**config.mk**
```make
export PLATFORM = sky130hd
export DESIGN_NAME = uart_packet_packer
export DESIGN_NICKNAME = d
export VERILOG_FILES = /design/src/rtl/snake_stream_pkg.sv /design/src/rtl/packer_byte_accum.sv /design/src/rtl/uart_packet_packer.sv
export SDC_FILE = /design/constraint.sdc
export NUM_CORES = 1
export LEC_CHECK = 0
export BUFFER_PORTS_ARGS = -buffer_cell sky130_fd_sc_hd__buf_2
export CORE_UTILIZATION = 35
export DETAILED_ROUTE_END_ITERATION = 8
export SLEW_MARGIN = 20
export SYNTH_ARGS = -nofsm -noshare
export SYNTH_HDL_FRONTEND = slang
export SYNTH_SLANG_ARGS = --single-unit
```
**constraint.sdc**
```tcl
create_clock -name i_clk -period 10.4 [get_ports i_clk]
set_clock_uncertainty 0.05 [all_clocks]
set_input_delay 1.04 -clock i_clk [delete_from_list [all_inputs] [get_ports i_clk]]
set_output_delay 1.04 -clock i_clk [all_outputs]
set_load 0.01 [all_outputs]
```
**src/rtl/snake_stream_pkg.sv**
```systemverilog
// Shared definitions for the UART command packet path: packet geometry,
// AXI-Stream width, command opcodes and the packer state encoding.
package snake_stream_pkg;

  // Packet geometry: single-beat 64-bit packets built from 8 UART bytes.
  localparam int PKT_BYTES   = 8;
  localparam int BYTE_W      = 8;
  localparam int AXIS_DATA_W = 64;
  localparam int CNT_W       = 3;
  localparam int IDLE_W      = 20;

  // Player command opcodes carried in the first packet byte.
  localparam logic [BYTE_W-1:0] OPC_NOP    = 8'h00;
  localparam logic [BYTE_W-1:0] OPC_MOVE   = 8'h01;
  localparam logic [BYTE_W-1:0] OPC_ACTION = 8'h02;
  localparam logic [BYTE_W-1:0] OPC_PAUSE  = 8'h03;

  // ACCUM: collecting bytes. ACC_FULL: a complete packet waits for the output slot.
  typedef enum logic [0:0] {
    ST_ACCUM    = 1'b0,
    ST_ACC_FULL = 1'b1
  } packer_state_t;

  // Append one byte at the low end; the first byte received ends up in the top byte.
  function automatic logic [AXIS_DATA_W-1:0] shift_in_byte(
    input logic [AXIS_DATA_W-1:0] data,
    input logic [BYTE_W-1:0]      byte_in
  );
    return {data[AXIS_DATA_W-BYTE_W-1:0], byte_in};
  endfunction

endpackage

```
**src/rtl/packer_byte_accum.sv**
```systemverilog
// Byte accumulator for the UART packet packer: 64-bit shift register,
// 3-bit byte count and a completion flag raised on the byte that fills it.
module packer_byte_accum
  import snake_stream_pkg::*;
(
  input  logic                   clk,
  input  logic                   rst,
  input  logic                   shift_en,
  input  logic                   clear,
  input  logic [BYTE_W-1:0]      byte_in,
  output logic [AXIS_DATA_W-1:0] data,
  output logic [CNT_W-1:0]       count,
  output logic                   complete
);

  // The byte being shifted now is the last one of the packet.
  assign complete = shift_en & (count == CNT_W'(PKT_BYTES - 1));

  // Shift a byte in (count wraps 7->0 on the completing byte); a discard clears both.
  always_ff @(posedge clk or posedge rst) begin
    if (rst) begin
      data  <= '0;
      count <= '0;
    end else if (shift_en) begin
      data  <= shift_in_byte(data, byte_in);
      count <= count + 3'd1;
    end else if (clear) begin
      data  <= '0;
      count <= '0;
    end else begin
      data  <= data;
      count <= count;
    end
  end

endmodule

```
**src/rtl/uart_packet_packer.sv**
```systemverilog
// UART packet packer: assembles UART RX bytes into single-beat 64-bit
// AXI-Stream command packets. One output slot plus one accumulator, so the
// next packet can assemble while the current one waits for tready.
// Optional feature: define UART_PACKER_TIMEOUT_EN to discard a partial
// packet after TIMEOUT_CYCLES idle cycles (o_timeout pulses); without it
// o_timeout is 0 and partial packets persist.
module uart_packet_packer
  import snake_stream_pkg::AXIS_DATA_W, snake_stream_pkg::BYTE_W,
         snake_stream_pkg::CNT_W, snake_stream_pkg::IDLE_W,
         snake_stream_pkg::packer_state_t, snake_stream_pkg::ST_ACCUM,
         snake_stream_pkg::ST_ACC_FULL, snake_stream_pkg::shift_in_byte;
#(
  parameter int PKT_BYTES      = 8,
  parameter int TIMEOUT_CYCLES = 1_000_000
) (
  input  logic                   i_clk,
  input  logic                   i_rst,
  input  logic [BYTE_W-1:0]      i_rx_data,
  input  logic                   i_rx_valid,
  output logic [AXIS_DATA_W-1:0] o_m_axis_tdata,
  output logic                   o_m_axis_tvalid,
  output logic                   o_m_axis_tlast,
  input  logic                   i_m_axis_tready,
  output logic                   o_overrun,
  output logic                   o_timeout,
  output logic                   o_busy
);

  // Packet geometry is fixed by the 64-bit stream; the idle counter is 20 bits.
  if (PKT_BYTES != snake_stream_pkg::PKT_BYTES) begin : g_pkt_bytes_check
    $error("uart_packet_packer: PKT_BYTES must be 8");
  end
  if ((TIMEOUT_CYCLES < 1) || (TIMEOUT_CYCLES > ((1 << IDLE_W) - 1))) begin : g_timeout_check
    $error("uart_packet_packer: TIMEOUT_CYCLES out of range for 20-bit counter");
  end

  packer_state_t          state;
  logic [AXIS_DATA_W-1:0] slot_data;
  logic                   slot_valid;
  logic                   overrun_pulse;
  logic                   transfer;
  logic                   acc_shift;
  logic                   acc_clear;
  logic                   acc_complete;
  logic [AXIS_DATA_W-1:0] acc_data;
  logic [CNT_W-1:0]       acc_count;

  assign transfer = slot_valid & i_m_axis_tready;

  // Bytes are accepted while collecting, or in ACC_FULL only when the slot drains this cycle.
  always_comb begin
    acc_shift = 1'b0;
    if (state == ST_ACCUM) begin
      acc_shift = i_rx_valid;
    end else begin
      acc_shift = i_rx_valid & transfer;
    end
  end

  packer_byte_accum u_accum (
    .clk      (i_clk),
    .rst      (i_rst),
    .shift_en (acc_shift),
    .clear    (acc_clear),
    .byte_in  (i_rx_data),
    .data     (acc_data),
    .count    (acc_count),
    .complete (acc_complete)
  );

  // Packer FSM: owns the output slot and the overrun pulse.
  always_ff @(posedge i_clk or posedge i_rst) begin
    if (i_rst) begin
      state         <= ST_ACCUM;
      slot_data     <= '0;
      slot_valid    <= 1'b0;
      overrun_pulse <= 1'b0;
    end else begin
      overrun_pulse <= 1'b0;
      case (state)
        ST_ACCUM: begin
          if (acc_complete) begin
            if (!slot_valid || transfer) begin
              slot_data  <= shift_in_byte(acc_data, i_rx_data);
              slot_valid <= 1'b1;
            end else begin
              state <= ST_ACC_FULL;
            end
          end else if (transfer) begin
            slot_valid <= 1'b0;
          end else begin
            slot_valid <= slot_valid;
          end
        end
        ST_ACC_FULL: begin
          if (transfer) begin
            // Full accumulator replaces the departing beat; any same-cycle byte
            // was already shifted in as byte 0 of the next packet.
            slot_data  <= acc_data;
            slot_valid <= 1'b1;
            state      <= ST_ACCUM;
          end else if (i_rx_valid) begin
            overrun_pulse <= 1'b1;
          end else begin
            state <= ST_ACC_FULL;
          end
        end
        default: begin
          state      <= ST_ACCUM;
          slot_valid <= 1'b0;
        end
      endcase
    end
  end

`ifdef UART_PACKER_TIMEOUT_EN
  logic [IDLE_W-1:0] idle_cnt;
  logic              timeout_hit;
  logic              timeout_pulse;

  // A partial packet has sat idle long enough; a byte this cycle always wins.
  assign timeout_hit = (state == ST_ACCUM) && (acc_count != '0) && !i_rx_valid &&
                       (idle_cnt == IDLE_W'(TIMEOUT_CYCLES - 1));
  assign acc_clear   = timeout_hit;

  // Idle counter runs only while a partial packet is held; timeout pulse is registered.
  always_ff @(posedge i_clk or posedge i_rst) begin
    if (i_rst) begin
      idle_cnt      <= '0;
      timeout_pulse <= 1'b0;
    end else begin
      timeout_pulse <= timeout_hit;
      if (i_rx_valid || (state != ST_ACCUM) || (acc_count == '0) || timeout_hit) begin
        idle_cnt <= '0;
      end else begin
        idle_cnt <= idle_cnt + 20'd1;
      end
    end
  end

  assign o_timeout = timeout_pulse;
`else
  assign acc_clear = 1'b0;
  assign o_timeout = 1'b0;
`endif

  assign o_m_axis_tdata  = slot_data;
  assign o_m_axis_tvalid = slot_valid;
  assign o_m_axis_tlast  = slot_valid;
  assign o_overrun       = overrun_pulse;
  assign o_busy          = (acc_count != '0) | (state == ST_ACC_FULL) | slot_valid;

endmodule
```
==> reports/summary.txt, run 1 <==
Initial DRC count -> 120
Final Setup Violations -> 0
Max-slew headroom -> 38.8%
Fmax achieved -> 349 MHz
Clk root buf -> clkbuf_16
Number of synthesized flops with an enable pin -> 0
Synth Area in Adders -> 0.623%
Cts bufs inserted -> 17
Main combinational cell family by area after synthesis -> multiplexers
Peak supply drop -> 0.164 mV
Slew of the pin with the lowest slew margin -> 918 ps
FFs w/ async S/R, synth -> 100%
Startpoint class of the critical path -> input pin
RSZ-0062 raised after global routing -> false
Worst-Skew Late Latency -> 420 ps
Worst hold path class -> flop to flop
Max-Cap Viols -> 0
Synth Area in XOR/XNOR -> 0.145%
Crit path max-delay family -> buffers and inverters
DIE WIDTH -> 133 um
Cells along the critical path -> buf_2 > nand3b_4 > a22oi_4 > buf_4 > mux2_2
Critical path type -> input pin to flop
Top cells by instance count after synthesis -> mux2_2, dfrtp_1, mux2_4
Seq/Total Area, Yosys -> 55.7%
Yosys reg bits -> 134
Cts hold-fix bufs -> 0
CP Capture Type -> flop
CTS sink cnt -> 134
Status -> finished clean
Synth top area share -> 55.7%
First-pass GRT wire length -> 18200 um
H-tree depth -> 4
Final Instance Area -> 7070 um2
Gpl congestion -> 0.713
Mapped Avg Cell Area -> 16.2 um2
Multiplexer area fraction after synthesis -> 38.1%
Layout cells sized above 1 -> 66.1%
CTS Buffer Depth -> 2
Vias per cell -> 4.65
GRT Overall Usage -> 13.7%
Yosys warns -> 0
CP Data Required Time -> 10650 ps
Post-Synthesis Cells -> 372
Hold slack -> 434 ps
Post-Syn Nets -> 387
Setup bufs post-CTS -> 0
Initial core utilization -> 36.1%
Input/output buffers -> 79
Die area -> 17700 um2
Post-synthesis compound-gate area fraction -> 0.790%
Leakage -> 3.14 nW
Vias in the first global route -> 3341
Fin. max-slew vios -> 0
Layout Nets -> 465
Fin crit period -> 2870 ps
Worst path slowest cell -> a22oi_4
Util after Layout -> 42.3%
Global route overflow -> 0
Most frequent cell after synthesis -> mux2_2
Power Density -> 338 nW/um2
Post-synthesis simple-gate area fraction -> 0.748%
Final hold viol count -> 0
Post-DP Area -> 6520 um2
Maximum fanout along the worst path -> 41
CP bufs+invs -> 2
Ports -> 81
Die Ht -> 133 um
Largest net degree at the start of global routing -> 69
Drt first pass iters -> 4
Core Rows -> 47
Via count -> 3176
Post-Syn Area -> 6020 um2
CP arrival -> 3120 ps
Post-cts sizing count -> 0
Setup TNS -> 0 ps
DP Worst Slack -> 7020 ps
Drt wl/cell -> 16.3 um
Clock-pin transition on the worst setup and hold timing paths -> 50 ps
Delay of the slowest critical-path stage -> 710 ps
Initial antenna violation count -> 0
Diodes inserted -> 0
Synth area leaders -> dfrtp_1, mux2_2, mux2_4
Synth-to-Final Area Change -> 17.4%
TritonCTS clock tree -> done
Core ar. -> 16700 um2
Detail Placement HPWL -> 6990 um
Top_reg_cell synth -> dfrtp_1
Area leader, netlist -> dfrtp_1
Drt total wl -> 11100 um
Post-route worst setup slack -> 7530 ps
Fin crit share -> 27.6%
Final antenna-violating net count -> 0
DRC Markers -> 0
Netlist cell types -> 22
[layer usage]
layer,wire length (um),global-route usage (%),share of wire (%),vias up
li1,-,-,-,1498
met1,5280,17.8,47,1590
met2,5170,21.0,46,74
met3,536,4.64,4.8,14
met4,155,5.11,1.4,0
met5,0,0,0,-
[report_power, final]
| group | total, mW | internal [mW] | leakage [nW] | switching [mW] |
|---|---|---|---|---|
| logic | 0.855 | 0.522 | 1.28 | 0.333 |
| clock network | 0.558 | 0.354 | 0.270 | 0.205 |
| registers | 0.974 | 0.781 | 1.59 | 0.193 |
[flip-flops by register name (all words and copies together) (netlist names)]
| name | count |
|---|---|
| o_m_axis_tdata | 64 |
| o_m_axis_tlast | 1 |
| o_overrun | 1 |
| state | 1 |
| u_accum.count | 3 |
| u_accum.data | 64 |
[cell families (layout without fill, tap and decap cells)]
kind of cell | after synthesis | count (layout)
DFF | 134 | 134
muxes | 194 | 194
xor gates and xnor gates | 1 | 1
AOI/OAI and AO/OA | 5 | 5
and+or+nand+nor | 6 | 6
adders and majority gates | 3 | 3
buffers and inverters | 28 | 119
other | 1 | 1
[path summary, 6_finish.rpt]
| kind | slack [ps] | depth (start not counted) | to | startpoint |
|---|---|---|---|---|
| worst max-delay path | 7530 | 5 | o_m_axis_tdata[39]$_DFFE_PP0P_ | i_rx_valid |
| worst min-delay path | 430 | 1 | o_m_axis_tdata[37]$_DFFE_PP0P_ | o_m_axis_tdata[37]$_DFFE_PP0P_ |
| worst max register to register | 7550 | 6 | o_m_axis_tdata[39]$_DFFE_PP0P_ | u_accum.count[0]$_DFFE_PP0P_ |
| worst min register to register | 430 | 1 | o_m_axis_tdata[37]$_DFFE_PP0P_ | o_m_axis_tdata[37]$_DFFE_PP0P_ |
| max in group asynchronous | 8350 | 3 | o_m_axis_tdata[30]$_DFFE_PP0P_ | i_rst |
| min in group asynchronous | 660 | 2 | o_m_axis_tdata[38]$_DFFE_PP0P_ | i_rst |
[cell type report]
cell class | count | area, um2
multi-input cells | 210 | 2450
fillers | 1564 | 9630
clock buffers | 29 | 510
repair buffers | 82 | 418
well taps | 220 | 275
inverters | 5 | 23.8
flip-flops and latches | 134 | 3350
clock inverters | 3 | 40.0
[through the flow]
step                      power (mW)  instances
after floorplan                 1.59        372
after global placement          1.82        651
after detailed placement        1.85        651
after CTS                       2.43        683
after global routing            2.54        683
final                           2.39        683
[cell usage in the layout, fill, tap and decap left out, types with 2 or more instances in the layout]
cell	synthesis	final
nand2_1	3	2
mux2_4	30	30
dfrtp_1	134	133
clkbuf_1	3	8
buf_4	3	3
mux2_2	163	163
clkinv_2	0	2
clkbuf_16	0	17
buf_2	6	79
inv_1	5	4
clkbuf_8	0	4
ha_1	3	3
[worst reg2reg max path, delay by kind of cell (launching register included)]
family                   cells  cell delay [ps]
AO/OA/AOI/OAI                1              710
adder cells (fa/ha/maj)      2              380
buffers and inverters        1              680
flip-flops                   1              390
multiplexers                 1              430
AND/OR/NAND/NOR              1              100
(Power assumes the default switching activity.)
==> inputs of run 2 (changes only) <==
- ABC_AREA: default -> 1
- clock period: 10.4 -> 2.4 ns (I/O delays scaled with it)
==> run 2 against run 1 <==
Against the previous run: the flow now finishes with violations (hold timing); register-to-register slack lost 6900 ps; combinational power is 110% higher; count of clock-buffer cells in the layout fell by 3; die area up 2.5%; clock power rose to 4.4 times the previous value; hold slack got worse by 500 ps; first-iteration DRC count grew to 2.9 times the previous value; power increased to 3.2 times the previous value; cell count is 60% higher; critical path depth down 2; critical path type is now flop to output pin; critical endpoint is now o_busy; largest cell class unchanged.
==> reports/summary.txt, run 2 <==
Status -> finished, violations left
Failing checks -> hold timing
Peak supply drop -> 0.622 mV (+280%)
Top_reg_cell synth -> dfrtp_1
Critical path type -> flop to output pin
Clk root buf -> clkbuf_16
Synth area leaders -> dfrtp_1, nand2_1, nand3_1
Post-Synthesis Cells -> 800 (+120%)
Final hold viol count -> 24 (+24)
Number of synthesized flops with an enable pin -> 0 (unchanged)
Fin crit share -> 74.6%
Top cells by instance count after synthesis -> nand2_1, dfrtp_1, nand3_1
DIE WIDTH -> 135 um (+1.2%)
Max-slew headroom -> 49.1% (+10 points)
Drt wl/cell -> 14.0 um (-14%)
Post-Syn Nets -> 815 (+110%)
Diodes inserted -> 0 (unchanged)
Max-Cap Viols -> 0 (unchanged)
Drt total wl -> 15300 um (+37%)
Cts bufs inserted -> 17 (unchanged)
CP arrival -> 1500 ps (-1620 ps)
Post-Syn Area -> 6170 um2 (+2.5%)
Worst setup path endpoint -> o_busy
CP Data Required Time -> 2110 ps (-8540 ps)
Initial DRC count -> 350 (+190%)
Vias in the first global route -> 4931 (+48%)
Depth of the most critical reg-to-reg path -> 5 (-1)
Reg area -> 3350 um2 (unchanged)
Maximum fanout along the worst path -> 17 (-59%)
Comb power frac -> 23.6% (-12 points)
First-pass GRT wire length -> 26000 um (+42%)
Worst-Skew Late Latency -> 430 ps (about the same)
Worst hold path class -> input pin to async pin
Worst path slowest cell -> dfrtp_2
Worst r2r src -> o_m_axis_tlast$_DFFE_PP0P_
Drt first pass iters -> 5 (+1)
Cells along the critical path -> inv_2 > nand4_1 > buf_2
Die area -> 18200 um2 (+2.5%)
CP Capture Type -> output pin
Area of the multi-input gates -> 2470 um2 (+0.92%)
CTS sink cnt -> 134 (unchanged)
Layout Nets -> 870 (+87%)
Fin crit period -> 1790 ps
Core Rows -> 48 (+2.1%)
Mapped Avg Cell Area -> 7.72 um2 (-52%)
Reg-to-Reg End -> u_accum.data[46]$_DFFE_PP0P_
Net Sw Frac -> 32.1% (+1.5 points)
Input/output buffers -> 79 (unchanged)
Most frequent cell after synthesis -> nand2_1
CTS Buffer Depth -> 2 (unchanged)
Initial antenna violation count -> 0 (unchanged)
Flop2flop setup slack -> 620 ps (-6930 ps)
Clock-pin transition on the worst setup and hold timing paths -> 50 ps (about the same)
Vias per cell -> 4.75 (+2.1%)
Commonest non-fill, non-tap cell in the layout -> nand2_1
Yosys warns -> 0 (unchanged)
Ports -> 81 (unchanged)
Detail Placement HPWL -> 9400 um (+35%)
Delay of the slowest critical-path stage -> 540 ps (-170 ps)
Clock power share -> 32.3% (+8.9 points)
Die Ht -> 135 um (+1.2%)
Seq/Total Area, Yosys -> 54.3% (-1.4 points)
Via count -> 5179 (+63%)
Leakage -> 4.17 nW (+33%)
Final Setup Violations -> 0 (unchanged)
Commonest non-fill, non-tap cells in the layout -> nand2_1, dfrtp_1, nand3_1
Synth-to-Final Area Change -> 17.2%
Final Instance Area -> 7240 um2 (+2.4%)
H-tree depth -> 4 (unchanged)
Synth top area share -> 54.3% (-1.4 points)
Internal -> 5.13 mW (+210%)
TritonCTS clock tree -> done
RSZ-0062 raised after global routing -> false
Sequential power share -> 44.1% (+3.3 points)
Switch Pwr -> 2.42 mW (+230%)
Fmax achieved -> 558 MHz
Slew of the pin with the lowest slew margin -> 764 ps (-154 ps)
Core ar. -> 17200 um2 (+3.2%)
Final antenna-violating net count -> 0 (unchanged)
Fin. max-slew vios -> 0 (unchanged)
DRC Markers -> 0 (unchanged)
Netlist cell types -> 17 (-23%)
Startpoint class of the critical path -> flop
Yosys reg bits -> 134 (unchanged)
Hold slack -> -65.2 ps (-500 ps)
Initial core utilization -> 35.8% (-0.23 points)
Gpl congestion -> 0.761 (+6.8%)
Setup crit start -> state$_DFF_PP0_
Filler cells -> 1761 (+13%)
Largest net degree at the start of global routing -> 135 (+96%)
Layout cells sized above 1 -> 14.7% (-51 points)
Setup TNS -> 0 ps (unchanged)
Power Density -> 1040 nW/um2 (+210%)
Global route overflow -> 0 (unchanged)
Post-DP Area -> 6680 um2 (+2.5%)
FFs w/ async S/R, synth -> 100% (unchanged)
Area leader, netlist -> dfrtp_1
GRT Overall Usage -> 18.2% (+4.5 points)
## run 2: how the worst min path moves through the flow
stage	endpoint	start	cells past startpoint
after global placement	o_m_axis_tdata[2]$_DFFE_PP0P_	o_m_axis_tdata[2]$_DFFE_PP0P_	2
after global routing	u_accum.data[7]$_DFFE_PP0P_	i_rx_data[7]	3
after floorplan	o_m_axis_tlast$_DFFE_PP0P_	i_m_axis_tready	1
after CTS	u_accum.data[3]$_DFFE_PP0P_	i_rx_data[3]	3
after detailed placement	o_m_axis_tdata[2]$_DFFE_PP0P_	o_m_axis_tdata[2]$_DFFE_PP0P_	2
final	o_m_axis_tdata[56]$_DFFE_PP0P_	i_rst	3
## run 2: per-layer routing
layer / GRT usage (%) / part of all wire [%]
met1: 25.1 / 47
met2: 27.4 / 46
met3: 4.24 / 4.9
met4: 7.43 / 1.8
met5: 0 / 0
## run 2: kinds of logic (layout without fill, tap and decap cells)
family                     count (synthesis)  in the layout  share of synthesized area (%)
and+or+nand+nor                          593            593                           38.8
DFF                                      134            134                           54.3
buffers and inverters                     66            132                           6.00
adders and majority gates                  3              3                          0.608
AOI/OAI and AO/OA                          3              3                          0.243
other                                      1              1                         0.0607
## run 2: what timing repair did
item,in CTS,in global routing
endpoints found under the hold margin,1,0
buffers inserted,0,0
hold buffers,1,0
gates resized for setup,0,0
## run 2: layout make-up
type                            instances  area share, %
Clock buffer                           26           6.90
Clock inverter                          4          0.623
Inverter                                7          0.415
Multi-Input combinational cell        600           34.1
Sequential cell                       134           46.4
Tap cell                              225           3.89
Timing Repair Buffer                   95           7.68
## run 2: power groups by stage
stage | registers, mW | logic (mW) | clock network, mW
floorplan | 3.53 | 0.878 | 0
global placement | 3.37 | 1.79 | 0
detailed placement | 3.37 | 1.83 | 0
CTS | 3.34 | 1.83 | 2.48
global route | 3.43 | 2.06 | 2.58
finish | 3.33 | 1.78 | 2.44
## run 2: worst max-delay path, delay by kind of cell, from the launching register on
kind | cells | cell delay, ps
flops | 1 | 540
buf+inv | 2 | 400
simple gates | 1 | 140
## run 2: stage by stage
| stage | cells | total power [mW] | setup slack, ps | util (%) |
|---|---|---|---|---|
| floorplan | 800 | 4.41 | 445 | - |
| global placement | 1060 | 5.16 | 718 | 38.8 |
| detailed placement | 1060 | 5.19 | 686 | 38.8 |
| CTS | 1091 | 7.65 | 601 | 42.0 |
| global route | 1091 | 8.07 | 510 | 42.0 |
| finish | 1091 | 7.56 | 609 | 42.0 |
